[config.mk]
export PLATFORM = sky130hd
export DESIGN_NAME = tx_id_collector_flat
export DESIGN_NICKNAME = d
export VERILOG_FILES = /design/src/rtl/miner_pkg.sv /design/src/rtl/tx_id_collector_if.sv /design/src/rtl/byte_timeout_timer.sv /design/src/rtl/tx_id_collector.sv /design/src/flat_wrapper.sv
export SDC_FILE = /design/constraint.sdc
export NUM_CORES = 2
export LEC_CHECK = 0
export ABC_AREA = 1
export CAP_MARGIN = 0
export CORE_MARGIN = 2
export CORE_UTILIZATION = 57
export CTS_CLUSTER_SIZE = 40
export DETAILED_ROUTE_END_ITERATION = 16
export PLACE_DENSITY = 0.81
export SLEW_MARGIN = 10
export SYNTH_ARGS = -nofsm -noshare
export SYNTH_HDL_FRONTEND = slang
export SYNTH_SLANG_ARGS = --single-unit
export TNS_END_PERCENT = 50
[constraint.sdc]
create_clock -name clk -period 46.6 [get_ports clk]
set_clock_uncertainty 0.1 [all_clocks]
set_input_delay 9.32 -clock clk [delete_from_list [all_inputs] [get_ports clk]]
set_output_delay 9.32 -clock clk [all_outputs]
set_load 0.1 [all_outputs]
[src/rtl/miner_pkg.sv]
// Shared definitions for the miner datapath: TX_ID geometry and the
// collector state encoding.
package miner_pkg;

    localparam int TX_ID_WIDTH       = 256;
    localparam int MAX_TX_ID_DEFAULT = 4;
    localparam int TX_BUS_WIDTH      = TX_ID_WIDTH * MAX_TX_ID_DEFAULT;

    typedef enum logic {
        IDLE = 1'b0,
        RECV = 1'b1
    } collector_state_t;

endpackage

[src/rtl/tx_id_collector_if.sv]
// Byte-stream input and packed TX_ID output bundle of the collector.
// The slave modport is the collector side; master is the upstream/consumer side.
interface tx_id_collector_if
    import miner_pkg::*;
#(
    parameter int MAX_TX_ID = MAX_TX_ID_DEFAULT
);
    logic [7:0]                         rx_data;
    logic                               rx_valid;
    logic [MAX_TX_ID*TX_ID_WIDTH-1:0]   TX_ID_input;
    logic [7:0]                         total_TX_ID;
    logic                               TX_ID_valid;
    logic                               busy;
    logic                               frame_error;

    modport slave (
        input  rx_data, rx_valid,
        output TX_ID_input, total_TX_ID, TX_ID_valid, busy, frame_error
    );

    modport master (
        output rx_data, rx_valid,
        input  TX_ID_input, total_TX_ID, TX_ID_valid, busy, frame_error
    );
endinterface

[src/rtl/byte_timeout_timer.sv]
// Idle-cycle counter between received bytes; expired is high in the cycle
// the count reaches its limit, so a byte arriving that same cycle still wins.
module byte_timeout_timer #(
    parameter int TIMEOUT_CYCLES = 1_000_000
) (
    input  logic clk,
    input  logic rst,
    input  logic clear,
    input  logic enable,
    output logic expired
);
    localparam logic [31:0] LIMIT = (TIMEOUT_CYCLES == 0) ? 32'd0 : 32'(TIMEOUT_CYCLES - 1);

    logic [31:0] r_cnt;

    always_ff @(posedge clk or posedge rst) begin
        if (rst) begin
            r_cnt <= 32'd0;
        end else if (clear) begin
            r_cnt <= 32'd0;
        end else if (enable && (r_cnt != LIMIT)) begin
            r_cnt <= r_cnt + 32'd1;
        end
    end

    // Zero cycles means the timeout is disabled entirely.
    assign expired = (TIMEOUT_CYCLES != 0) && enable && (r_cnt == LIMIT);

endmodule

[src/rtl/tx_id_collector.sv]
// Collects a count byte plus N 32-byte transaction IDs into the packed
// TX_ID bus and pulses TX_ID_valid when a well-formed frame completes.
module tx_id_collector
    import miner_pkg::*;
#(
    parameter int MAX_TX_ID      = MAX_TX_ID_DEFAULT,
    parameter int TIMEOUT_CYCLES = 1_000_000
) (
    input  logic               clk,
    input  logic               rst,
    tx_id_collector_if.slave   bus
);
    localparam int BUS_W = MAX_TX_ID * TX_ID_WIDTH;
    localparam int IDX_W = $clog2(BUS_W);

    collector_state_t  r_state;
    logic [7:0]        r_n;
    logic [7:0]        r_bidx;
    logic [BUS_W-1:0]  r_asm;
    logic [BUS_W-1:0]  r_txid;
    logic [7:0]        r_total;
    logic              r_tx_valid;
    logic              r_err;

    logic [BUS_W-1:0]  w_asm_next;
    logic [IDX_W-1:0]  w_msb;
    logic              w_last;
    logic              w_count_ok;
    logic              w_expired;

    byte_timeout_timer #(
        .TIMEOUT_CYCLES (TIMEOUT_CYCLES)
    ) u_timer (
        .clk     (clk),
        .rst     (rst),
        .clear   (bus.rx_valid || (r_state != RECV)),
        .enable  (r_state == RECV),
        .expired (w_expired)
    );

    // Hash slot in the upper counter bits, byte-in-hash in the low five; first byte is the MSB.
    assign w_msb      = IDX_W'({r_bidx[7:5], 8'hFF}) - IDX_W'({r_bidx[4:0], 3'b000});
    assign w_last     = ({5'b0, r_bidx} == ({r_n, 5'b0} - 13'd1));
    assign w_count_ok = (bus.rx_data != 8'd0) && (bus.rx_data <= 8'(MAX_TX_ID));

    always_comb begin
        w_asm_next              = r_asm;
        w_asm_next[w_msb -: 8]  = bus.rx_data;
    end

    always_ff @(posedge clk) begin
        if (bus.rx_valid) begin
            if (r_state == IDLE) begin
                r_asm <= '0;
            end else begin
                r_asm <= w_asm_next;
            end
        end
    end

    always_ff @(posedge clk or posedge rst) begin
        if (rst) begin
            r_state    <= IDLE;
            r_n        <= 8'd0;
            r_bidx     <= 8'd0;
            r_txid     <= '0;
            r_total    <= 8'd0;
            r_tx_valid <= 1'b0;
            r_err      <= 1'b0;
        end else begin
            r_tx_valid <= 1'b0;
            r_err      <= 1'b0;
            case (r_state)
                IDLE: begin
                    if (bus.rx_valid) begin
                        if (w_count_ok) begin
                            r_n     <= bus.rx_data;
                            r_bidx  <= 8'd0;
                            r_state <= RECV;
                        end else begin
                            r_err <= 1'b1;
                        end
                    end
                end
                RECV: begin
                    if (bus.rx_valid) begin
                        if (w_last) begin
                            r_txid     <= w_asm_next;
                            r_total    <= r_n;
                            r_tx_valid <= 1'b1;
                            r_state    <= IDLE;
                        end else begin
                            r_bidx <= r_bidx + 8'd1;
                        end
                    end else if (w_expired) begin
                        r_err   <= 1'b1;
                        r_state <= IDLE;
                    end
                end
                default: r_state <= IDLE;
            endcase
        end
    end

    assign bus.TX_ID_input = r_txid;
    assign bus.total_TX_ID = r_total;
    assign bus.TX_ID_valid = r_tx_valid;
    assign bus.frame_error = r_err;
    assign bus.busy        = (r_state == RECV);

endmodule

[src/flat_wrapper.sv]
// flat-port wrapper written by rule: the top's interface ports become plain ports
module tx_id_collector_flat import miner_pkg::*;
#(
    parameter int MAX_TX_ID      = MAX_TX_ID_DEFAULT,
    parameter int TIMEOUT_CYCLES = 1_000_000
)
  (clk, rst, bus_rx_data, bus_rx_valid, bus_TX_ID_input, bus_total_TX_ID, bus_TX_ID_valid, bus_busy, bus_frame_error);
  tx_id_collector_if #(.MAX_TX_ID(MAX_TX_ID)) bus_i ();
  input  logic clk;
  input  logic rst;
  input wire logic [$bits(bus_i.rx_data)-1:0] bus_rx_data;
  input wire logic [$bits(bus_i.rx_valid)-1:0] bus_rx_valid;
  output wire logic [$bits(bus_i.TX_ID_input)-1:0] bus_TX_ID_input;
  output wire logic [$bits(bus_i.total_TX_ID)-1:0] bus_total_TX_ID;
  output wire logic [$bits(bus_i.TX_ID_valid)-1:0] bus_TX_ID_valid;
  output wire logic [$bits(bus_i.busy)-1:0] bus_busy;
  output wire logic [$bits(bus_i.frame_error)-1:0] bus_frame_error;
  assign bus_i.rx_data = bus_rx_data;
  assign bus_i.rx_valid = bus_rx_valid;
  assign bus_TX_ID_input = bus_i.TX_ID_input;
  assign bus_total_TX_ID = bus_i.total_TX_ID;
  assign bus_TX_ID_valid = bus_i.TX_ID_valid;
  assign bus_busy = bus_i.busy;
  assign bus_frame_error = bus_i.frame_error;
  tx_id_collector #(.MAX_TX_ID(MAX_TX_ID), .TIMEOUT_CYCLES(TIMEOUT_CYCLES)) u_core (.clk(clk), .rst(rst), .bus(bus_i));
endmodule
## After elaboration in Yosys (flattened, before gate mapping)

Cells that the tools add are included.

- Register bits: 2107
- Latch bits: 0
- Bits in writable memories: 0
- Memory bits (read-only): 0
- Input bits: 11
- Memories kept: 0

- Add/subtract/negate cells: 5
- $mul: 0
- Div/mod/pow operators: 0
- Magnitude comparators: 1
- Eq/ne operators: 7
- Shift operators: 2
- Mux-type cells: 22
- Bitwise gates (word level): 1
- Reduce and logical (&&, ||, !) cells: 9

Operator list:

| cell | number |
|---|---|
| 8-bit by 12-bit variable shift with 1031-bit output (first input constant) | 1 |
| 8-bit by 12-bit variable part select with 1031-bit output | 1 |
| 1024-bit bitwise mux | 1 |
| 32-bit two-way mux | 2 |
| 32-bit by 1-bit adder with 32-bit output (second input constant) | 1 |
| 32-bit by 20-bit == test with 1-bit output (second input constant) | 1 |
| 8-bit two-way mux | 4 |
| 32-bit by 20-bit != test with 1-bit output (second input constant) | 1 |
| 8-bit case mux with 2 select lines | 1 |
| 8-bit by 13-bit == test with 1-bit output | 1 |
| 13-bit by 1-bit subtractor with 13-bit output (second input constant) | 1 |
| 1-bit two-way mux | 12 |
| 10-bit negator with 12-bit output | 1 |
| 10-bit by 8-bit subtractor with 10-bit output | 1 |
| 8-bit by 1-bit adder with 8-bit output (second input constant) | 1 |
| 8-bit by 3-bit <= comparator with 1-bit output (second input constant) | 1 |
| 8-bit nonzero test | 1 |
| 2-bit != test (second input constant) | 3 |
| 3-bit AND reduction | 2 |
| 1-bit case mux with 2 select lines | 2 |
| 4-bit AND reduction | 1 |
| 1-bit logical AND | 3 |
| 2-bit by 1-bit != test with 1-bit output (second input constant) | 1 |
| 2-bit nonzero test | 1 |
| 2 further kinds | 2 |

## Logic depth before layout (Yosys ltp)

- Depth in word-level cells: 5
- Mapped depth: 15

## Cells and area by module

Synthesis repeated with hierarchy kept, for this count alone.

- Cell total of the unflattened synthesis: 10143
- Area, all modules: 91063.6 µm²

By module, submodules not included:

| module | times used | cells each | area each (µm²) |
|---|---|---|---|
| tx_id_collector | 1 | 9749 | 88673.8 |
| byte_timeout_timer | 1 | 394 | 2389.8 |

## Worst setup path before layout

OpenSTA, ideal clock, no wires.

- Path type: in2reg
- Start: in bus_rx_valid
- End: reg u_core.r_txid[206] (netlist: u_core.bus.TX_ID_input[206])
- Library setup time: 68 ps
- Data arrival time: 10348 ps
- Setup slack: 36085 ps
- Stages: 8
- Path buffers: 3
- Cell sequence: nand2_1 -> inv_1 -> nand4_1 -> buf_2 -> clkbuf_1 -> clkbuf_1 -> nand2_1 -> nand2_1

- Longest elaborated chain between the ends: 1

Ends and longest elaborated chain:

| element | RTL line | RTL |
|---|---|---|
| start, declared | flat_wrapper.sv:12 | `input wire logic [$bits(bus_i.rx_valid)-1:0] bus_rx_valid;` |
| 3-bit AND reduction (no source line) | n/a |  |
| end signal, assigned | tx_id_collector.sv:88 | `r_txid <= w_asm_next;` |
| end, declared | tx_id_collector.sv:20 | `logic [BUS_W-1:0] r_txid;` |

Every way passes these cells.
A chain may end at the register's enable or synchronous reset.

## Worst setup path in the final report

- Start: in bus_rx_valid
- End: reg u_core.r_txid[347] (netlist: u_core.bus.TX_ID_input[347])

The elaborated chain is that of the path after synthesis.

==> impl_metrics.env <==
export IMPL_critPathLaunch="bus_rx_valid"
export IMPL_cts_tree="built"
export IMPL_synth_compound_area_frac=0.0643
export IMPL_use_met1=0.482
export IMPL_synthMuxAreaShare=0
export IMPL_worstRegToRegCells=12
export IMPL_dieArea_mm2=0.165
export IMPL_place_inst=13100
export IMPL_leakagePower_nw=54.3
export IMPL_ctsRootBufferMaster="clkbuf_16"
export IMPL_final_hold_violation_count=0
export IMPL_finalNetCount=11200
export IMPL_power_switching_mw=1.20
export IMPL_grt_remaining_overflow=0
export IMPL_switching_share=0.276
export IMPL_synth_warnings=0
export IMPL_end_kind="register"
export IMPL_ant_nets=0
export IMPL_drcViolationCount=0
export IMPL_synth_top_family_by_area="simple AND/OR/NAND/NOR gates"
export IMPL_ys_seq_area_frac=0.626
export IMPL_r2r_end="u_core.bus.TX_ID_input[347]"
export IMPL_cts_hold_buf=0
export IMPL_ys_ff_latch=2107
export IMPL_netlist_instances=10300
export IMPL_placed_cell_area_mm2=0.104
export IMPL_whs_path_depth=2
export IMPL_rrSetupSlack_ps=40140
export IMPL_slew_headroom=0.0751
export IMPL_seqPwrFrac=0.483
export IMPL_cts_buffers=209
export IMPL_rows=147
export IMPL_crit_type="in -> reg"
export IMPL_drtIter0Drc=10100
export IMPL_critical_path_peak_fanout=219
export IMPL_dp_hpwl_mm=215
export IMPL_period_share=0.293
export IMPL_use_met3=0.110
export IMPL_wl_per_cell_um=23.5
export IMPL_cts_buffer_depth=3
export IMPL_path_clk_slew_ps=60
export IMPL_antenna_found_initial=12
export IMPL_final_cell_mix="3877 x nand2_1, 1543 x nor2_1, 1078 x dfrtp_1"
export IMPL_vias=77500
export IMPL_h_tree_depth=4
export IMPL_slew_viol_final=0
export IMPL_holdCritStartpoint="u_core.bus.total_TX_ID[6]"
export IMPL_via_per_inst=5.75
export IMPL_fin_tns_setup_ps=0
export IMPL_r2r_start="u_core.r_bidx[3]"
export IMPL_grt_pass1_wl_mm=463
export IMPL_synth_cell_type_count=37
export IMPL_cts_resized=0
export IMPL_required_ps=47270
export IMPL_period_needed_ps=13660
export IMPL_grtUsageMet2=0.552
export IMPL_setup_viol=0
export IMPL_syn_area_mm2=0.0924
export IMPL_p_per_area_mw_per_mm2=39.3
export IMPL_cp_arrival_ps=14330
export IMPL_design_area_mm2=0.111
export IMPL_coreArea_mm2=0.161
export IMPL_layout_cells_non_filler=13500
export IMPL_io_pins=1046
export IMPL_grt_setup_unrepaired="false"
export IMPL_areaGrowthSynthToFinish_pct=19.9
export IMPL_max_freq_mhz=73.2
export IMPL_routed_wl_mm=317
export IMPL_grt_use_total=0.377
export IMPL_die_h_um=407
export IMPL_final_common_cell="nand2_1"
export IMPL_port_buffers=1045
export IMPL_hp_class="reg -> reg"
export IMPL_clkPwrFrac=0.400
export IMPL_postCtsSetupBuffers=0
export IMPL_gp_congestion=0.925
export IMPL_ir_drop_v=0.0000392
export IMPL_start_util=0.575
export IMPL_grt_pass1_vias=74300
export IMPL_grt_max_degree=220
export IMPL_fp_dieW_um=407
export IMPL_clock_sinks=2107
export IMPL_insertion_delay_ps=850
export IMPL_maxCapViolations=0
export IMPL_yosys_area_share_simple=0.250
export IMPL_synth_fa_ha_area_frac=0.00108
export IMPL_outcome="finished clean"
export IMPL_tightest_slew_ps=1390
export IMPL_busiest_layer="met2"
export IMPL_first_pass_iters=7
export IMPL_pwr_share_comb=0.117
export IMPL_drive_above_1_share=0.0476
export IMPL_syn_num_nets=10400
export IMPL_p_int_mw=3.15
export IMPL_min_to="u_core.bus.total_TX_ID[6]"
export IMPL_synth_xor_area_frac=0.000853
export IMPL_synth_area_per_cell_um2=8.93
export IMPL_cp_start_kind="primary input"
kinds of logic after synthesis:
group / Yosys count
AOI/OAI and AO/OA: 1129
xor gates and xnor gates: 9
adders and majority gates: 8
buffers and inverters: 1272
DFF: 2107
and+or+nand+nor: 5815
synthesized netlist by cell type:
| cell | instances | share of area |
|---|---|---|
| o21ai_0 | 617 | 0.033 |
| xor2_1 | 9 | 0.00085 |
| nor3_2 | 14 | 0.0015 |
| nor2_8 | 5 | 0.0011 |
| a21oi_1 | 389 | 0.021 |
| nand3_1 | 142 | 0.0077 |
| dfrtp_1 | 1083 | 0.29 |
| o21ai_1 | 4 | 0.00022 |
| and3_1 | 2 | 0.00014 |
| inv_4 | 3 | 0.00020 |
| buf_4 | 47 | 0.0038 |
| edfxtp_1 | 1024 | 0.33 |
| nand3_2 | 2 | 0.00022 |
| nor2_2 | 14 | 0.00095 |
| nand4_4 | 24 | 0.0055 |
| inv_1 | 703 | 0.029 |
| inv_2 | 26 | 0.0011 |
| nand4_2 | 8 | 0.0011 |
| clkbuf_1 | 215 | 0.0087 |
| buf_6 | 4 | 0.00049 |
| nor4_2 | 6 | 0.00081 |
| buf_1 | 20 | 0.00081 |
| ha_1 | 8 | 0.0011 |
| o21a_1 | 112 | 0.0091 |
| nor3_1 | 81 | 0.0044 |
| nor2_4 | 3 | 0.00037 |
| nor2_1 | 1551 | 0.063 |
| nand2_1 | 3877 | 0.16 |
| clkinv_1 | 8 | 0.00033 |
| nand2_2 | 1 | 0.000068 |
| nand4_1 | 78 | 0.0053 |
| or2_2 | 2 | 0.00014 |
| o31ai_1 | 2 | 0.00016 |
| nor4_1 | 3 | 0.00020 |
| buf_2 | 246 | 0.013 |
| a31oi_1 | 5 | 0.00034 |
| nand3b_1 | 2 | 0.00016 |
layer usage:
layer / up-vias / part of all wire
met1: 37000 / 0.36
li1: 34500 / -
met5: - / 0.00065
met2: 5078 / 0.44
met3: 1023 / 0.12
met4: 12 / 0.083
layout make-up:
| cell class | instances | area [um2] |
|---|---|---|
| clock buffer | 295 | 6050 |
| antenna | 8 | 20.0 |
| inverter | 740 | 2810 |
| tap | 2160 | 2700 |
| sequential | 2107 | 57900 |
| multi-input combinational | 6961 | 29300 |
| clock inverter | 98 | 1000 |
| timing repair buffer | 1114 | 11100 |
| fill | 12000 | 50000 |
critical path, stage by stage:
cell and delay [ps]:
buf_8 180, nand2_1 110, inv_1 60, nand4_1 100, buf_4 630, buf_4 820, buf_12 680, buf_4 880
buf_4 830, nand2_1 160, nand2_1 120
worst max-delay path by stage:
stage / end / slack (ps) / cells after the start
after floorplan: u_core.bus.TX_ID_input[0] / 6690 / 1
after global placement: u_core.bus.TX_ID_input[597] / 32300 / 11
after detailed placement: u_core.bus.TX_ID_input[610] / 32200 / 11
after CTS: u_core.bus.TX_ID_input[347] / 33100 / 11
after global routing: u_core.bus.TX_ID_input[573] / 32700 / 11
final: u_core.bus.TX_ID_input[347] / 32940 / 11
power groups by stage:
| stage | Clock [mW] | Sequential [mW] | Combinational, mW |
|---|---|---|---|
| 2_1_floorplan | 0 | 2.15 | 0.300 |
| 3_3_place_gp | 0 | 2.13 | 0.479 |
| 3_5_place_dp | 0 | 2.14 | 0.493 |
| 4_1_cts | 1.74 | 2.10 | 0.498 |
| 5_1_grt | 1.82 | 2.11 | 0.543 |
| 6_report | 1.74 | 2.10 | 0.509 |
flip-flops by register name, indices dropped and copies added, names as in the netlist:
| signal | cells |
|---|---|
| u_core.r_bidx | 8 |
| u_core.bus.TX_ID_input | 1024 |
| u_core.bus.TX_ID_valid | 1 |
| u_core.bus.total_TX_ID | 8 |
| u_core.r_n | 8 |
| u_core.bus.busy | 1 |
| u_core.bus.frame_error | 1 |
| u_core.u_timer.r_cnt | 32 |
| u_core.r_asm | 1024 |
through the flow:
stage | utilization | setup WS, ps | hold WS [ps] | total power [mW]
floorplan | - | 6690 | 356 | 2.45
global placement | 0.645 | 32300 | 357 | 2.61
detailed placement | 0.645 | 32200 | 352 | 2.63
CTS | 0.689 | 33100 | 368 | 4.34
global route | 0.689 | 32700 | 397 | 4.47
finish | 0.689 | 32940 | 371 | 4.36
Power figures use the tool's default switching activity.
